## src/rtl/adder_arbiter.sv

```systemverilog
// adder_arbiter: NREQ requesters share one WIDTH-bit adder through a
// round-robin arbiter; the result lands in a single-entry output register
// with a valid/ready handshake toward the consumer.
// Optional feature macro: ADDER_ARBITER_ZERO_FLAG_EN (registered zero flag).
module adder_arbiter #(
    parameter int WIDTH  = 32,
    parameter int NREQ   = 4,
    parameter int IDW    = 2,
    parameter int SWIDTH = WIDTH + 1
) (
    input  logic                    clk,
    input  logic                    rst_n,
    input  logic [NREQ-1:0]         req_valid,
    output logic [NREQ-1:0]         req_ready,
    input  logic [NREQ*WIDTH-1:0]   req_x,
    input  logic [NREQ*WIDTH-1:0]   req_y,
    input  logic [NREQ-1:0]         req_cin,
    output logic                    rsp_valid,
    input  logic                    rsp_ready,
    output logic [IDW-1:0]          rsp_id,
    output logic [SWIDTH-1:0]       rsp_sum,
    output logic                    rsp_zero
);

    // One extra bit so ptr + offset never overflows before the wrap.
    localparam int CW = IDW + 1;

    logic [IDW-1:0]    ptr_q, ptr_d;
    logic              rsp_valid_q, rsp_valid_d;
    logic [IDW-1:0]    rsp_id_q, rsp_id_d;
    logic [SWIDTH-1:0] rsp_sum_q, rsp_sum_d;

    logic [CW-1:0]     cand_s;
    logic [IDW-1:0]    grant_idx_s;
    logic              grant_any_s;
    logic [NREQ-1:0]   grant_s;
    logic              can_accept_s;
    logic              accept_s;
    logic [WIDTH-1:0]  x_s;
    logic [WIDTH-1:0]  y_s;
    logic              cin_s;
    logic [SWIDTH-1:0] sum_s;

    // Round-robin search: walk offsets from ptr, wrapping at NREQ, first valid wins.
    always_comb begin
        grant_idx_s = '0;
        grant_any_s = 1'b0;
        cand_s      = '0;
        for (int k = 0; k < NREQ; k++) begin
            cand_s = {1'b0, ptr_q} + CW'(k);
            if (cand_s >= CW'(NREQ)) begin
                cand_s = cand_s - CW'(NREQ);
            end else begin
                cand_s = cand_s;
            end
            for (int i = 0; i < NREQ; i++) begin
                if (!grant_any_s && (cand_s == CW'(i)) && req_valid[i]) begin
                    grant_any_s = 1'b1;
                    grant_idx_s = IDW'(i);
                end else begin
                    grant_any_s = grant_any_s;
                end
            end
        end
    end

    // Operand mux for the granted requester, then the single shared adder.
    always_comb begin
        x_s   = '0;
        y_s   = '0;
        cin_s = 1'b0;
        for (int i = 0; i < NREQ; i++) begin
            if (grant_idx_s == IDW'(i)) begin
                x_s   = req_x[i*WIDTH +: WIDTH];
                y_s   = req_y[i*WIDTH +: WIDTH];
                cin_s = req_cin[i];
            end else begin
                x_s = x_s;
            end
        end
        sum_s = {1'b0, x_s} + {1'b0, y_s} + {{(SWIDTH-1){1'b0}}, cin_s};
    end

    // Handshake: a grant is offered only when the output slot is free or draining, never in reset.
    always_comb begin
        can_accept_s = rst_n && (!rsp_valid_q || rsp_ready);
        accept_s     = can_accept_s && grant_any_s;
        grant_s      = '0;
        for (int i = 0; i < NREQ; i++) begin
            grant_s[i] = grant_any_s && (grant_idx_s == IDW'(i));
        end
        if (can_accept_s) begin
            req_ready = grant_s;
        end else begin
            req_ready = '0;
        end
    end

    // Next-state for pointer and output register (EMPTY/FULL with reload).
    always_comb begin
        ptr_d       = ptr_q;
        rsp_valid_d = rsp_valid_q;
        rsp_id_d    = rsp_id_q;
        rsp_sum_d   = rsp_sum_q;
        if (accept_s) begin
            rsp_valid_d = 1'b1;
            rsp_id_d    = grant_idx_s;
            rsp_sum_d   = sum_s;
            if (grant_idx_s == IDW'(NREQ - 1)) begin
                ptr_d = '0;
            end else begin
                ptr_d = grant_idx_s + IDW'(1);
            end
        end else if (rsp_ready) begin
            rsp_valid_d = 1'b0;
        end else begin
            rsp_valid_d = rsp_valid_q;
        end
    end

    // State registers with synchronous active-low reset.
    always_ff @(posedge clk) begin
        if (!rst_n) begin
            ptr_q       <= '0;
            rsp_valid_q <= 1'b0;
            rsp_id_q    <= '0;
            rsp_sum_q   <= '0;
        end else begin
            ptr_q       <= ptr_d;
            rsp_valid_q <= rsp_valid_d;
            rsp_id_q    <= rsp_id_d;
            rsp_sum_q   <= rsp_sum_d;
        end
    end

    assign rsp_valid = rsp_valid_q;
    assign rsp_id    = rsp_id_q;
    assign rsp_sum   = rsp_sum_q;

`ifdef ADDER_ARBITER_ZERO_FLAG_EN
    logic rsp_zero_q, rsp_zero_d;

    // Zero flag captured together with the sum it describes.
    always_comb begin
        if (accept_s) begin
            rsp_zero_d = (sum_s == '0);
        end else begin
            rsp_zero_d = rsp_zero_q;
        end
    end

    // Zero flag register with synchronous active-low reset.
    always_ff @(posedge clk) begin
        if (!rst_n) begin
            rsp_zero_q <= 1'b0;
        end else begin
            rsp_zero_q <= rsp_zero_d;
        end
    end

    assign rsp_zero = rsp_zero_q;
`else
    assign rsp_zero = 1'b0;
`endif

endmodule

```

## config.mk

```make
export PLATFORM = sky130hd
export DESIGN_NAME = adder_arbiter
export DESIGN_NICKNAME = d
export VERILOG_FILES = /design/src/rtl/adder_arbiter.sv
export SDC_FILE = /design/constraint.sdc
export NUM_CORES = 1
export LEC_CHECK = 0
export BUFFER_PORTS_ARGS = -buffer_cell sky130_fd_sc_hd__clkbuf_2
export CORE_ASPECT_RATIO = 0.8
export CORE_MARGIN = 4
export CORE_UTILIZATION = 40
export CTS_CLUSTER_DIAMETER = 60
export DETAILED_ROUTE_END_ITERATION = 12
export PLACE_DENSITY = 0.87
export SLEW_MARGIN = 20
export SYNTH_ARGS = -nofsm -noshare
export SYNTH_HDL_FRONTEND = slang
export SYNTH_SLANG_ARGS = --single-unit
```

## constraint.sdc

```tcl
create_clock -name clk -period 5 [get_ports clk]
set_input_delay 0.5 -clock clk [delete_from_list [all_inputs] [get_ports clk]]
set_output_delay 0.5 -clock clk [all_outputs]
set_load 0.01 [all_outputs]
```

==> impl_results.html <==
<table>
<tr><th>Metric</th><th>Value</th></tr>
<tr><th colspan="2">Status</th></tr>
<tr><td>Result of the run</td><td>completed</td></tr>
<tr><th colspan="2">CTS</th></tr>
<tr><td>Library cell used as clock root buffer</td><td>sky130_fd_sc_hd__clkbuf_16</td></tr>
<tr><td>CTS Sinks</td><td>38</td></tr>
<tr><td>Clock transition at the register clock pins on the worst setup and hold paths after CTS</td><td>0.06 ns</td></tr>
<tr><td>CTS buffer count</td><td>5</td></tr>
<tr><td>Number of buffers inserted for hold repair after clock tree synthesis</td><td>0</td></tr>
<tr><td>Number of H-tree levels</td><td>2</td></tr>
<tr><td>Clk Latency, worst-skew pair</td><td>0.28 ns</td></tr>
<tr><td>CTS Buffer Depth</td><td>2</td></tr>
<tr><td>TritonCTS clock tree</td><td>built</td></tr>
<tr><th colspan="2">Power</th></tr>
<tr><td>Pwr Density</td><td>427.8 mW/mm2</td></tr>
<tr><td>Maximum ir drop on the vdd rail</td><td>around 0.16 mV</td></tr>
<tr><td>Overall Power</td><td>between 3 and 4 mW</td></tr>
<tr><td>Static Leak</td><td>around 3.7 nW</td></tr>
<tr><th colspan="2">Timing</th></tr>
<tr><td>RSZ-0062 raised after global routing</td><td>no</td></tr>
<tr><td>Post-route fraction of the period consumed by the critical path</td><td>0.9486</td></tr>
<tr><td>Count of final hold-check violations</td><td>0</td></tr>
<tr><td>Achievable Freq</td><td>between 0.2 and 0.25 GHz</td></tr>
<tr><td>Setup violation total in the final timing report</td><td>0</td></tr>
<tr><td>Actual slew at the worst max-slew pin</td><td>approximately 0.88 ns</td></tr>
<tr><td>Final critical delay including setup and external delays</td><td>4.743 ns</td></tr>
<tr><td>Clk_skew</td><td>0.003093 ns</td></tr>
<tr><td>Final Max Tran Viols</td><td>0</td></tr>
<tr><td>Slew HR</td><td>0.4102</td></tr>
<tr><th colspan="2">Logic synthesis</th></tr>
<tr><td>Mean instance size in the synthesized netlist</td><td>slightly below 6 um2</td></tr>
<tr><td>Fraction of registers with async set/reset</td><td>0</td></tr>
<tr><td>Largest cells by area after synthesis</td><td>sky130_fd_sc_hd__a21oi_1, sky130_fd_sc_hd__dfxtp_1, sky130_fd_sc_hd__nor2_1</td></tr>
<tr><td>Cell area after technology mapping</td><td>~0.0052 mm2</td></tr>
<tr><td>Post-synth top area cell</td><td>sky130_fd_sc_hd__a21oi_1</td></tr>
<tr><td>Yosys top cell area share</td><td>0.1484</td></tr>
<tr><td>Number of instances in the synthesized netlist</td><td>874</td></tr>
<tr><td>Flops &amp; latches, synth</td><td>38</td></tr>
<tr><td>Cell variety after synth</td><td>between 50 and 60</td></tr>
<tr><td>Part of the Yosys area used for sequential elements</td><td>0.1475</td></tr>
<tr><td>Count of synthesis-stage warnings from yosys</td><td>0</td></tr>
<tr><td>Main synth FF type</td><td>sky130_fd_sc_hd__dfxtp_1</td></tr>
<tr><td>Syn nets</td><td>approximately 1200</td></tr>
<tr><td>Post-synth EDFFs</td><td>0</td></tr>
<tr><th colspan="2">Flow run</th></tr>
<tr><td>Max-cap violation count</td><td>0</td></tr>
<tr><th colspan="2">Final layout</th></tr>
<tr><td>Commonest non-fill, non-tap cell in the layout</td><td>sky130_fd_sc_hd__clkbuf_2</td></tr>
<tr><td>Inserted Diodes</td><td>0</td></tr>
<tr><td>Commonest non-fill, non-tap cells in the layout</td><td>sky130_fd_sc_hd__clkbuf_2, sky130_fd_sc_hd__a21oi_1, sky130_fd_sc_hd__nor2_1, sky130_fd_sc_hd__nand2_1, sky130_fd_sc_hd__o21ai_0</td></tr>
<tr><td>Final non-filler cell total</td><td>1315</td></tr>
<tr><td>Post-route cell area</td><td>slightly above 0.007 mm2</td></tr>
<tr><td>Number of nets in the layout</td><td>1447</td></tr>
<tr><td>Layout overhead on the synthesized area</td><td>38.69%</td></tr>
<tr><td>Total of fill cells in the finished design</td><td>1262</td></tr>
<tr><td>Fraction of final layout cells sized beyond drive strength 1</td><td>0.3059</td></tr>
<tr><td>Final core occ</td><td>0.5776</td></tr>
<tr><th colspan="2">Routing</th></tr>
<tr><td>Initial DRC count</td><td>538</td></tr>
<tr><td>Routed WL</td><td>20.83 mm</td></tr>
<tr><td>Via count of the routed design</td><td>roughly 7000</td></tr>
<tr><td>Average wire per cell in the routed design</td><td>~16 um</td></tr>
<tr><td>Post-DR vias/cell</td><td>~5.3</td></tr>
<tr><td>DRC errors left</td><td>0</td></tr>
<tr><td>Detailed-router iteration count before antenna repair</td><td>5</td></tr>
<tr><td>Number of nets with antenna violations after routing</td><td>0</td></tr>
<tr><th colspan="2">Floorplanning</th></tr>
<tr><td>Die width</td><td>135.0 um</td></tr>
<tr><td>Core region area</td><td>0.01239 mm2</td></tr>
<tr><td>Total I/O pin count</td><td>308</td></tr>
<tr><td>Die height</td><td>approximately 110 um</td></tr>
<tr><td># rows</td><td>36</td></tr>
<tr><td>Initial core utilization</td><td>0.4165</td></tr>
<tr><td>Area enclosed by the die boundary</td><td>approximately 0.015 mm2</td></tr>
<tr><th colspan="2">Setup path</th></tr>
<tr><td>Worst endpoint required time</td><td>~5.2 ns</td></tr>
<tr><td>RR Startpoint</td><td>ptr_q[1]</td></tr>
<tr><td>Data arrival time of the critical path</td><td>a little under 5 ns</td></tr>
<tr><td>Critical-path maximum fanout</td><td>15</td></tr>
<tr><td>Worst Setup Start Kind</td><td>flip-flop</td></tr>
<tr><td>Startpoint of the worst setup timing path</td><td>ptr_q[1]</td></tr>
<tr><td>Critical setup path kind</td><td>reg2reg</td></tr>
<tr><td>Worst Setup End Kind</td><td>flip-flop</td></tr>
<tr><th colspan="2">Worst hold path</th></tr>
<tr><td>Hold path start</td><td>rsp_sum[4]</td></tr>
<tr><td>Worst min-delay path category</td><td>reg2reg</td></tr>
<tr><th colspan="2">Place</th></tr>
<tr><td>Port buffer count</td><td>roughly 300</td></tr>
<tr><td>Weighted congestion reported at the end of routability-driven placement</td><td>0.9625</td></tr>
<tr><td>Number of placed instances, taps included</td><td>between 1000 and 1500</td></tr>
<tr><td>Final HPWL from detailed placement</td><td>between 15 and 20 mm</td></tr>
<tr><td>Instance area after placement</td><td>around 0.0069 mm2</td></tr>
<tr><th colspan="2">GRT</th></tr>
<tr><td>Vias in the first global route</td><td>about 6400</td></tr>
<tr><td>First-pass GRT wire length</td><td>31.95 mm</td></tr>
<tr><td>Largest net degree at the start of global routing</td><td>between 50 and 60</td></tr>
<tr><td>Antenna violations before repair</td><td>0</td></tr>
<tr><td>GRT Util Overall</td><td>0.2668</td></tr>
<tr><td>Total congestion overflow</td><td>0</td></tr>
</table>
-- per-stage QoR --
stage          setup WS [ns]  hold WS (ns)  setup TNS, ns
6_report              0.2572        0.4633              0
5_1_grt             0.002303        0.4825              0
4_1_cts              0.09498        0.4659              0
3_5_place_dp         -0.1695        0.4565        -0.6543
3_3_place_gp        -0.04905        0.4525        -0.1351
2_1_floorplan         0.1984        0.4802              0
-- what timing repair did --
item | 4_1_cts | 5_1_grt
pin swaps | 0 | 0
buffers inserted | 0 | 1
setup endpoints to repair | 3 | 18
cloned | 0 | 0
gates resized for setup | 1 | 6
hold endpoints to repair | 0 | 0
-- state kept, by name, indices dropped and copies added, names as in the netlist --
name,flops
rsp_sum,33
ptr_q,2
rsp_id,2
rsp_valid,1
-- critical path, stage by stage (launching register included) --
cell,delay (ns)
sky130_fd_sc_hd__dfxtp_1,0.45
sky130_fd_sc_hd__mux2i_1,0.21
sky130_fd_sc_hd__nor2_1,0.06
sky130_fd_sc_hd__a311oi_2,0.39
sky130_fd_sc_hd__buf_4,0.22
sky130_fd_sc_hd__ha_4,0.29
sky130_fd_sc_hd__a21oi_1,0.11
sky130_fd_sc_hd__nor2_1,0.10
sky130_fd_sc_hd__a21oi_1,0.05
sky130_fd_sc_hd__nor2_1,0.10
sky130_fd_sc_hd__a21oi_1,0.06
sky130_fd_sc_hd__fa_1,0.48
sky130_fd_sc_hd__fa_1,0.44
sky130_fd_sc_hd__nor2b_1,0.26
sky130_fd_sc_hd__o31ai_4,0.13
sky130_fd_sc_hd__a211oi_4,0.36
sky130_fd_sc_hd__o2111ai_1,0.21
sky130_fd_sc_hd__a21oi_1,0.24
sky130_fd_sc_hd__nor2_1,0.08
sky130_fd_sc_hd__xor2_1,0.25
sky130_fd_sc_hd__o21ai_0,0.11
-- logic make-up (layout without fill, tap and decap cells) --
family          Yosys count  in the layout  share of synthesized area
fa+ha+maj                37             37                    0.09265
other cells               1              1                  0.0007269
flops                    38             38                     0.1475
xor+xnor                 21             21                    0.03565
compound gates          316            316                     0.3466
buf+inv                  77            347                    0.05675
mux                       4              4                   0.007762
simple gates            380            380                     0.3124
-- synth_stat cells (2+ instances only) --
cell,count
sky130_fd_sc_hd__nand4_1,2
sky130_fd_sc_hd__and4_1,2
sky130_fd_sc_hd__xor2_1,15
sky130_fd_sc_hd__nand2_1,140
sky130_fd_sc_hd__ha_1,35
sky130_fd_sc_hd__o41ai_1,2
sky130_fd_sc_hd__nand2b_1,7
sky130_fd_sc_hd__inv_1,11
sky130_fd_sc_hd__a311oi_1,2
sky130_fd_sc_hd__clkbuf_1,59
sky130_fd_sc_hd__fa_1,2
sky130_fd_sc_hd__nand3b_1,2
sky130_fd_sc_hd__o31ai_2,2
sky130_fd_sc_hd__a31oi_1,7
sky130_fd_sc_hd__buf_1,6
sky130_fd_sc_hd__or4_1,3
sky130_fd_sc_hd__nor3b_1,3
sky130_fd_sc_hd__a211oi_1,8
sky130_fd_sc_hd__nor2b_1,4
sky130_fd_sc_hd__o2111ai_1,2
sky130_fd_sc_hd__xnor2_1,6
sky130_fd_sc_hd__nor2_1,153
sky130_fd_sc_hd__a21oi_1,153
sky130_fd_sc_hd__a21o_1,14
sky130_fd_sc_hd__a21boi_0,3
sky130_fd_sc_hd__o21bai_1,2
sky130_fd_sc_hd__o31ai_1,3
sky130_fd_sc_hd__o21ai_1,6
sky130_fd_sc_hd__and2_1,6
sky130_fd_sc_hd__nand3_1,37
sky130_fd_sc_hd__o211a_1,2
sky130_fd_sc_hd__dfxtp_1,38
sky130_fd_sc_hd__mux2i_1,4
sky130_fd_sc_hd__and3_1,9
sky130_fd_sc_hd__o21a_1,5
sky130_fd_sc_hd__o21ai_0,92
sky130_fd_sc_hd__nor3_1,7
-- area by class of cell --
cell class | instances | area, um2 | share of cell area
Tap cell | 171 | 214.0 | 0.02991
Multi-Input combinational cell | 759 | 4194 | 0.5862
Clock buffer | 5 | 125.1 | 0.01749
Inverter | 11 | 41.29 | 0.005771
Timing Repair Buffer | 328 | 1750 | 0.2447
Sequential cell | 38 | 760.7 | 0.1063
Clock inverter | 3 | 68.82 | 0.009619
-- final timing paths --
kind,to,slack [ns],cells past startpoint
max,rsp_sum[20],0.26,20
min reg2reg,rsp_sum[4],0.46,2
max reg2reg,rsp_sum[20],0.26,20
min,rsp_sum[4],0.46,2
-- power breakdown --
group	internal, mW	switching, mW	total [mW]
clock network	0.287	0.128	0.414
registers	0.426	0.0750	0.501
logic	0.862	1.28	2.14
-- metal layers --
layer | up-vias | share of wire | track usage
met3 | 28 | 0.081 | 0.04849
li1 | 3604 | - | -
met2 | 275 | 0.44 | 0.4208
met5 | - | 0 | 0
met1 | 3066 | 0.46 | 0.3802
met4 | 0 | 0.019 | 0.06115
No activity file was read; power rests on OpenSTA's default activity.
